## config.mk

```make
export PLATFORM = sky130hd
export DESIGN_NAME = vga_rx
export DESIGN_NICKNAME = d
export VERILOG_FILES = /design/src/rtl/vga_rx.sv
export SDC_FILE = /design/constraint.sdc
export NUM_CORES = 1
export LEC_CHECK = 0
export BUFFER_PORTS_ARGS = -buffer_cell sky130_fd_sc_hd__buf_4
export CAP_MARGIN = 20
export CORE_ASPECT_RATIO = 1.1
export CORE_MARGIN = 5
export CORE_UTILIZATION = 46
export CTS_BUF_LIST = sky130_fd_sc_hd__clkbuf_16
export CTS_CLUSTER_SIZE = 10
export DETAILED_ROUTE_END_ITERATION = 12
export GPL_ROUTABILITY_DRIVEN = 0
export GPL_TIMING_DRIVEN = 0
export PLACE_DENSITY = 0.62
export RECOVER_POWER = 25
export REMOVE_ABC_BUFFERS = 1
export SKIP_LAST_GASP = 1
export SYNTH_ARGS = -nofsm -noshare
export SYNTH_HDL_FRONTEND = slang
export SYNTH_SLANG_ARGS = --single-unit
```

## constraint.sdc

```tcl
create_clock -name clk -period 5.3 [get_ports clk]
set_input_delay 0.53 -clock clk [delete_from_list [all_inputs] [get_ports clk]]
set_output_delay 0.53 -clock clk [all_outputs]
set_load 0.05 [all_outputs]
```

## src/rtl/vga_rx.sv

```systemverilog
// vga_rx: receiving end of the packed VGA pin interface.
// Registers the 8-bit RGB222/sync bus and DE, recovers pixel coordinates and
// colour, measures line/frame timing against the expected geometry and
// declares lock after LOCK_FRAMES consecutive conforming frames.
// Optional feature: define VGA_RX_CRC_EN to compute a CRC-16-CCITT over the
// pixels of each frame; otherwise frame_crc is tied to zero.
module vga_rx #(
  parameter int H_TOTAL     = 800,
  parameter int V_TOTAL     = 525,
  parameter int H_ACTIVE    = 640,
  parameter int V_ACTIVE    = 480,
  parameter int LOCK_FRAMES = 2
) (
  input  logic        clk,
  input  logic        rst_n,
  input  logic [7:0]  vga_in,
  input  logic        de_in,
  output logic        px_valid,
  output logic [9:0]  px_x,
  output logic [9:0]  px_y,
  output logic [5:0]  px_rgb,
  output logic        frame_start,
  output logic        locked,
  output logic        err_h,
  output logic        err_v,
  output logic [15:0] frame_crc
);

  typedef enum logic [1:0] {
    SEARCH  = 2'd0,
    MEASURE = 2'd1,
    LOCKED  = 2'd2
  } state_t;

  localparam logic [10:0] H_TOTAL_C  = 11'(H_TOTAL);
  localparam logic [9:0]  V_TOTAL_C  = 10'(V_TOTAL);
  localparam logic [9:0]  H_ACTIVE_C = 10'(H_ACTIVE);
  localparam logic [9:0]  V_ACTIVE_C = 10'(V_ACTIVE);
  localparam logic [3:0]  LOCK_C     = 4'(LOCK_FRAMES);

  // Input stage and edge detection
  logic [7:0] vga_q;
  logic       de_q;
  logic       hs_prev;
  logic       vs_prev;
  logic       de_prev;
  logic       hs_assert;
  logic       vs_assert;
  logic       de_fall;

  // Register the pins once, then keep a delayed copy of syncs/DE for edges.
  always_ff @(posedge clk or negedge rst_n) begin
    if (!rst_n) begin
      vga_q   <= '0;
      de_q    <= 1'b0;
      hs_prev <= 1'b0;
      vs_prev <= 1'b0;
      de_prev <= 1'b0;
    end else begin
      // NOTE: non-blocking assignments let every register sample pre-edge
      // values; blocking ones would collapse this delay chain into wires.
      vga_q   <= vga_in;
      de_q    <= de_in;
      hs_prev <= vga_q[7];
      vs_prev <= vga_q[3];
      de_prev <= de_q;
    end
  end

  // Syncs are active-low, so "assert" is a 1->0 transition.
  assign hs_assert = hs_prev & ~vga_q[7];
  assign vs_assert = vs_prev & ~vga_q[3];
  assign de_fall   = de_prev & ~de_q;

  // Pixel path
  logic [9:0] col;
  logic [9:0] row;

  // Output register: one strobe per DE-high cycle with its coordinates and
  // the colour unpacked from {hs, b0, g0, r0, vs, b1, g1, r1}.
  always_ff @(posedge clk or negedge rst_n) begin
    if (!rst_n) begin
      px_valid    <= 1'b0;
      px_x        <= '0;
      px_y        <= '0;
      px_rgb      <= '0;
      frame_start <= 1'b0;
      col         <= '0;
      row         <= '0;
    end else begin
      px_valid    <= de_q;
      frame_start <= vs_assert;
      px_rgb      <= {vga_q[0], vga_q[4], vga_q[1], vga_q[5], vga_q[2], vga_q[6]};
      if (de_q) begin
        px_x <= col;
        px_y <= row;
        col  <= col + 10'd1;
      end else if (de_fall) begin
        col <= '0;
      end
      if (vs_assert) begin
        row <= '0;
      end else if (de_fall) begin
        row <= row + 10'd1;
      end
    end
  end

  // Timing measurement
  state_t      state;
  state_t      state_n;
  logic [2:0]  good;
  logic [2:0]  good_n;
  logic [3:0]  good_inc;
  logic        err_h_n;
  logic        err_v_n;
  logic        measuring;
  logic [10:0] h_cnt;
  logic [9:0]  de_w;
  logic [9:0]  v_cnt;
  logic [9:0]  de_h;
  logic        bad_h;
  logic [9:0]  v_cnt_eff;
  logic [9:0]  de_h_eff;
  logic        line_bad;
  logic        frame_bad_h;
  logic        frame_bad_v;
  logic        frame_bad;
  logic        h_sat;
  logic        v_sat;

  assign measuring = (state != SEARCH);
  assign h_sat     = (h_cnt == '1);
  assign v_sat     = (v_cnt == '1);
  assign good_inc  = {1'b0, good} + 4'd1;

  // Line and frame conformance; a coincident hsync counts toward the frame
  // that the vsync closes, and its line check is folded in as well.
  always_comb begin
    v_cnt_eff   = v_cnt + {9'd0, hs_assert};
    de_h_eff    = de_h + {9'd0, de_fall};
    line_bad    = measuring & hs_assert &
                  (((h_cnt + 11'd1) != H_TOTAL_C) |
                   ((de_w != '0) & (de_w != H_ACTIVE_C)));
    frame_bad_h = bad_h | line_bad;
    frame_bad_v = (v_cnt_eff != V_TOTAL_C) | (de_h_eff != V_ACTIVE_C);
    frame_bad   = frame_bad_h | frame_bad_v;
  end

  // Measurement counters run only while acquiring or locked.
  always_ff @(posedge clk or negedge rst_n) begin
    if (!rst_n) begin
      h_cnt <= '0;
      de_w  <= '0;
      v_cnt <= '0;
      de_h  <= '0;
      bad_h <= 1'b0;
    end else if (!measuring || (state_n == SEARCH)) begin
      h_cnt <= '0;
      de_w  <= '0;
      v_cnt <= '0;
      de_h  <= '0;
      bad_h <= 1'b0;
    end else begin
      if (hs_assert) begin
        h_cnt <= '0;
        de_w  <= '0;
      end else begin
        if (!h_sat) h_cnt <= h_cnt + 11'd1;
        if (de_q && (de_w != '1)) de_w <= de_w + 10'd1;
      end
      if (vs_assert) begin
        v_cnt <= '0;
        de_h  <= '0;
        bad_h <= 1'b0;
      end else begin
        if (hs_assert && !v_sat) v_cnt <= v_cnt + 10'd1;
        if (de_fall && (de_h != '1)) de_h <= de_h + 10'd1;
        bad_h <= frame_bad_h;
      end
    end
  end

  // Lock state, good-frame count and sticky error flags.
  always_ff @(posedge clk or negedge rst_n) begin
    if (!rst_n) begin
      state <= SEARCH;
      good  <= '0;
      err_h <= 1'b0;
      err_v <= 1'b0;
    end else begin
      state <= state_n;
      good  <= good_n;
      err_h <= err_h_n;
      err_v <= err_v_n;
    end
  end

  // Next-state logic; errors are only recorded when losing an existing lock.
  always_comb begin
    // NOTE: every output of this block gets a default first, so no path can
    // leave one unassigned and infer a latch.
    state_n = state;
    good_n  = good;
    err_h_n = err_h;
    err_v_n = err_v;
    case (state)
      SEARCH: begin
        if (vs_assert) begin
          state_n = MEASURE;
          good_n  = '0;
        end
      end
      MEASURE: begin
        if (vs_assert) begin
          if (frame_bad) begin
            good_n = '0;
          end else begin
            good_n = good_inc[2:0];
            if (good_inc >= LOCK_C) state_n = LOCKED;
          end
        end
      end
      LOCKED: begin
        if (vs_assert && frame_bad) begin
          err_h_n = err_h | frame_bad_h;
          err_v_n = err_v | frame_bad_v;
          good_n  = '0;
          state_n = MEASURE;
        end
      end
      default: begin
        state_n = SEARCH;
        good_n  = '0;
      end
    endcase
    // A saturated counter means the sync disappeared: restart acquisition.
    if (measuring && (h_sat || v_sat)) begin
      state_n = SEARCH;
      good_n  = '0;
      if (state == LOCKED) begin
        err_h_n = err_h | h_sat;
        err_v_n = err_v | v_sat;
      end
    end
  end

  assign locked = (state == LOCKED);

`ifdef VGA_RX_CRC_EN
  logic [15:0] crc;
  logic [15:0] crc_next;

  // CRC-16-CCITT, MSB first, one byte per call.
  function automatic logic [15:0] crc_step(input logic [15:0] c_in, input logic [7:0] d);
    logic [15:0] c;
    c = c_in;
    for (int i = 7; i >= 0; i--) begin
      c = {c[14:0], 1'b0} ^ ((c[15] ^ d[i]) ? 16'h1021 : 16'h0000);
    end
    return c;
  endfunction

  assign crc_next = px_valid ? crc_step(crc, {2'b00, px_rgb}) : crc;

  // Accumulate over the frame's pixels, publish and restart at each vsync.
  always_ff @(posedge clk or negedge rst_n) begin
    if (!rst_n) begin
      crc       <= 16'hFFFF;
      frame_crc <= '0;
    end else if (frame_start) begin
      frame_crc <= crc_next;
      crc       <= 16'hFFFF;
    end else begin
      crc <= crc_next;
    end
  end
`else
  assign frame_crc = 16'h0000;
`endif

endmodule

```

==> impl_metrics.csv <==
group,metric,value,unit
power_and_ir_drop,power_frac_clock,33.1,%
sta,finalSetupViolCount,0,
clocking,htree_num_levels,3,
sta,grt_setup_unrepaired,"false",
floorplan,die_h,122,um
clocking,clockRootBuffer,"clkbuf_16",
floorplan,initial_core_util,47.2,%
sta,finalHoldViolations,0,
synthesis,synth_enable_flop_cells,0,
detailed_routing,met2RoutedLength,4660,um
placement,io_buffers,41,
synthesis,synthFlopType,"dfrtp_1",
floorplan,num_rows,40,
floorplan,ios,58,
power_and_ir_drop,peakVddDrop,0.000217,V
min_path,hold_start,"vga_in[1]",
critical_path,reg2reg_depth,10,
sta,finalClockSkew,0.00693,ns
critical_path,required,5.53,ns
sta,min_period,3.55,ns
global_route,overflow,0,
global_route,grt_pass1_vias,3447,
global_route,grt_pass1_wl,16400,um
power_and_ir_drop,power_density,316,mW/mm2
layout,insertedDiodeCount,0,
global_route,antenna_found_initial,0,
power_and_ir_drop,p_seq_share,50.9,%
sta,fmax,282,MHz
sta,timing.final.crit_share,66.9,%
layout,multi_input_area,0.00233,mm2
clocking,cts_setup_buffers,0,
critical_path,startpoint_type,"register",
clocking,cts_sinks,108,
critical_path,r2r_start,"de_q",
synthesis,synthCells,494,
synthesis,yosys_warnings,0,
sta,setup_slack,1.75,ns
detailed_routing,met1_length,4470,um
critical_path,arrival,3.78,ns
synthesis,synthDistinctLibCells,53,
outcome,violations,"max-capacitance violations, max-slew violations",
layout,fin_cells,682,
clocking,holdBufCountCts,0,
placement,dpl.hpwl,6720,um
synthesis,avgSynthCellArea,10.5,um2
layout,drive_above_1_share,15.7,%
critical_path,startpoint,"de_q",
placement,placed_cells,666,
layout,area_growth,13.1,%
layout,nNetsFinal,554,
detailed_routing,wl_per_cell,14.0,um
global_route,grt_max_degree,60,
floorplan,die_x,111,um
detailed_routing,dr.max_layer_used,"met4",
sta,fin_tns_setup,0,ns
synthesis,ys_seq_area_share,52.0,%
floorplan,dieArea,0.0135,mm2
placement,dp_slack,1.71,ns
sta,tightestPinTransition,2.74,ns
flow_run,max_cap_violations,1,
synthesis,netlist_area,0.00520,mm2
critical_path,rrSetupSlack,1.75,ns
sta,slew_headroom,-82.4,%
critical_path,crit_path_end_kind,"register",
synthesis,async_flop_share,100,%
power_and_ir_drop,leakagePower,0.00275,uW
global_route,grtUsageTotal,14.6,%
detailed_routing,num_vias,3606,
floorplan,core-area,0.0110,mm2
clocking,cts_tree,"yes",
critical_path,crit_end,"state[0]",
power_and_ir_drop,internal-power,1300,uW
detailed_routing,routed_wl,9530,um
critical_path,r2r_end,"state[0]",
power_and_ir_drop,power_frac_comb,16.0,%
clocking,cts_buffers,9,
layout,stdcell_area,0.00588,mm2
synthesis,ys_seq_elements,108,
power_and_ir_drop,switching_share,29.9,%
critical_path,cp_max_fo,25,
clocking,cts_buffer_depth,2,
layout,final_common_cell,"dfrtp_1",
layout,fill_cells,1018,
clocking,insertion_delay,0.34,ns
layout,most-common-layout-cells,"dfrtp_1, nor2_1, nand2_1",
placement,postPlaceCellArea,0.00562,mm2
power_and_ir_drop,power_switching,557,uW
detailed_routing,ant_nets,0,
clocking,cts_resized,0,
sta,maxSlewViolCount,50,
min_path,hold_path_class,"in2reg",
critical_path,crit_type,"reg2reg",
detailed_routing,wl_met3,301,um
detailed_routing,routed_via_density,5.29,
outcome,status,"finished, violations left",
clocking,clkTransAtPathRegs,0.07,ns
detailed_routing,first_iter_violations,137,
layout,ff_latch_area,0.00270,mm2
detailed_routing,drcViolationCount,0,
detailed_routing,drtPass1Iterations,6,
## per-stage QoR
step / util [%] / power, uW / hold slack, ns
after floorplan: - / 1160 / 0.234
after global placement: 50.5 / 1250 / 0.332
after detailed placement: 51.0 / 1260 / 0.335
after CTS: 53.5 / 1880 / 0.235
after global routing: 53.4 / 1950 / 0.295
final: 53.4 / 1860 / 0.311
## cells by family after synthesis
group,count (synthesis),synth area share [%]
mux,28,5.87
buf+inv,43,4.28
fa+ha+maj,14,3.32
compound gates,72,8.90
simple gates,182,17.8
flops,108,52.0
xor+xnor,46,7.75
other cells,1,0.0721
## how the worst min path moves through the flow
stage / end / slack (ns) / depth (start not counted)
2_1_floorplan: bad_h / 0.23 / 0
3_3_place_gp: px_rgb[1] / 0.33 / 0
3_5_place_dp: px_rgb[0] / 0.33 / 0
4_1_cts: h_cnt[0] / 0.24 / 1
5_1_grt: vga_q[1] / 0.30 / 1
6_report: vga_q[1] / 0.31 / 1
## state kept, by name, indices dropped and copies added, names as in the netlist, 3 cells and up
register,cells
col,10
de_h,10
de_w,10
good,3
h_cnt,11
px_rgb,6
px_x,10
px_y,10
row,10
v_cnt,10
vga_q,8
## critical path: stages (launching register included)
cell	delay, ns
dfrtp_1	0.65
buf_16	0.23
nand2b_1	0.39
inv_1	0.21
ha_1	0.31
or4b_2	0.61
nor3_1	0.15
nand4_1	0.20
nor3_4	0.29
a31oi_1	0.14
a31o_1	0.22
## layer usage
| metal | track usage [%] | up-vias |
|---|---|---|
| li1 | - | 1779 |
| met1 | 19.4 | 1770 |
| met2 | 24.4 | 47 |
| met3 | 3.19 | 10 |
| met4 | 4.11 | 0 |
| met5 | 0 | - |
## cell usage after synthesis, types with 2 or more instances
library cell  number  area, um2
o211ai_1           3       22.5
o31ai_1            3       22.5
inv_1             10       37.5
o21ai_0           20        100
and2_1             4       25.0
or3_1              8       50.1
o21ai_1            2       10.0
nand2_1           40        150
nand2b_1           7       43.8
a22oi_1            3       22.5
o22ai_1            2       12.5
nor2_1            46        173
nor3_1             7       35.0
nand3_1           24        120
xnor2_1           17        149
buf_4             16        120
mux2i_1            8       80.1
a31oi_1            3       18.8
a21oi_1           23        115
buf_1              3       11.3
mux2_2            20        225
dfrtp_1          108       2700
ha_1              13        163
nand4_1           19        119
clkbuf_1          13       48.8
and4_1             8       70.1
xor2_1            29        254
and3_1            10       62.6
## power groups by stage
stage	clock network [uW]	logic (uW)	registers, uW
3_5_place_dp	0	300	963
3_3_place_gp	0	287	962
2_1_floorplan	0	161	1000
6_report	616	297	947
4_1_cts	634	302	947
5_1_grt	659	329	957
## layout make-up
| cell class | instances | share of cell area, % |
|---|---|---|
| multi-input combinational | 358 | 39.6 |
| tap | 147 | 3.13 |
| clock buffer | 9 | 3.83 |
| inverter | 10 | 0.638 |
| timing repair buffer | 43 | 6.11 |
| sequential | 108 | 45.9 |
| clock inverter | 7 | 0.723 |
(Power assumes the default switching activity.)
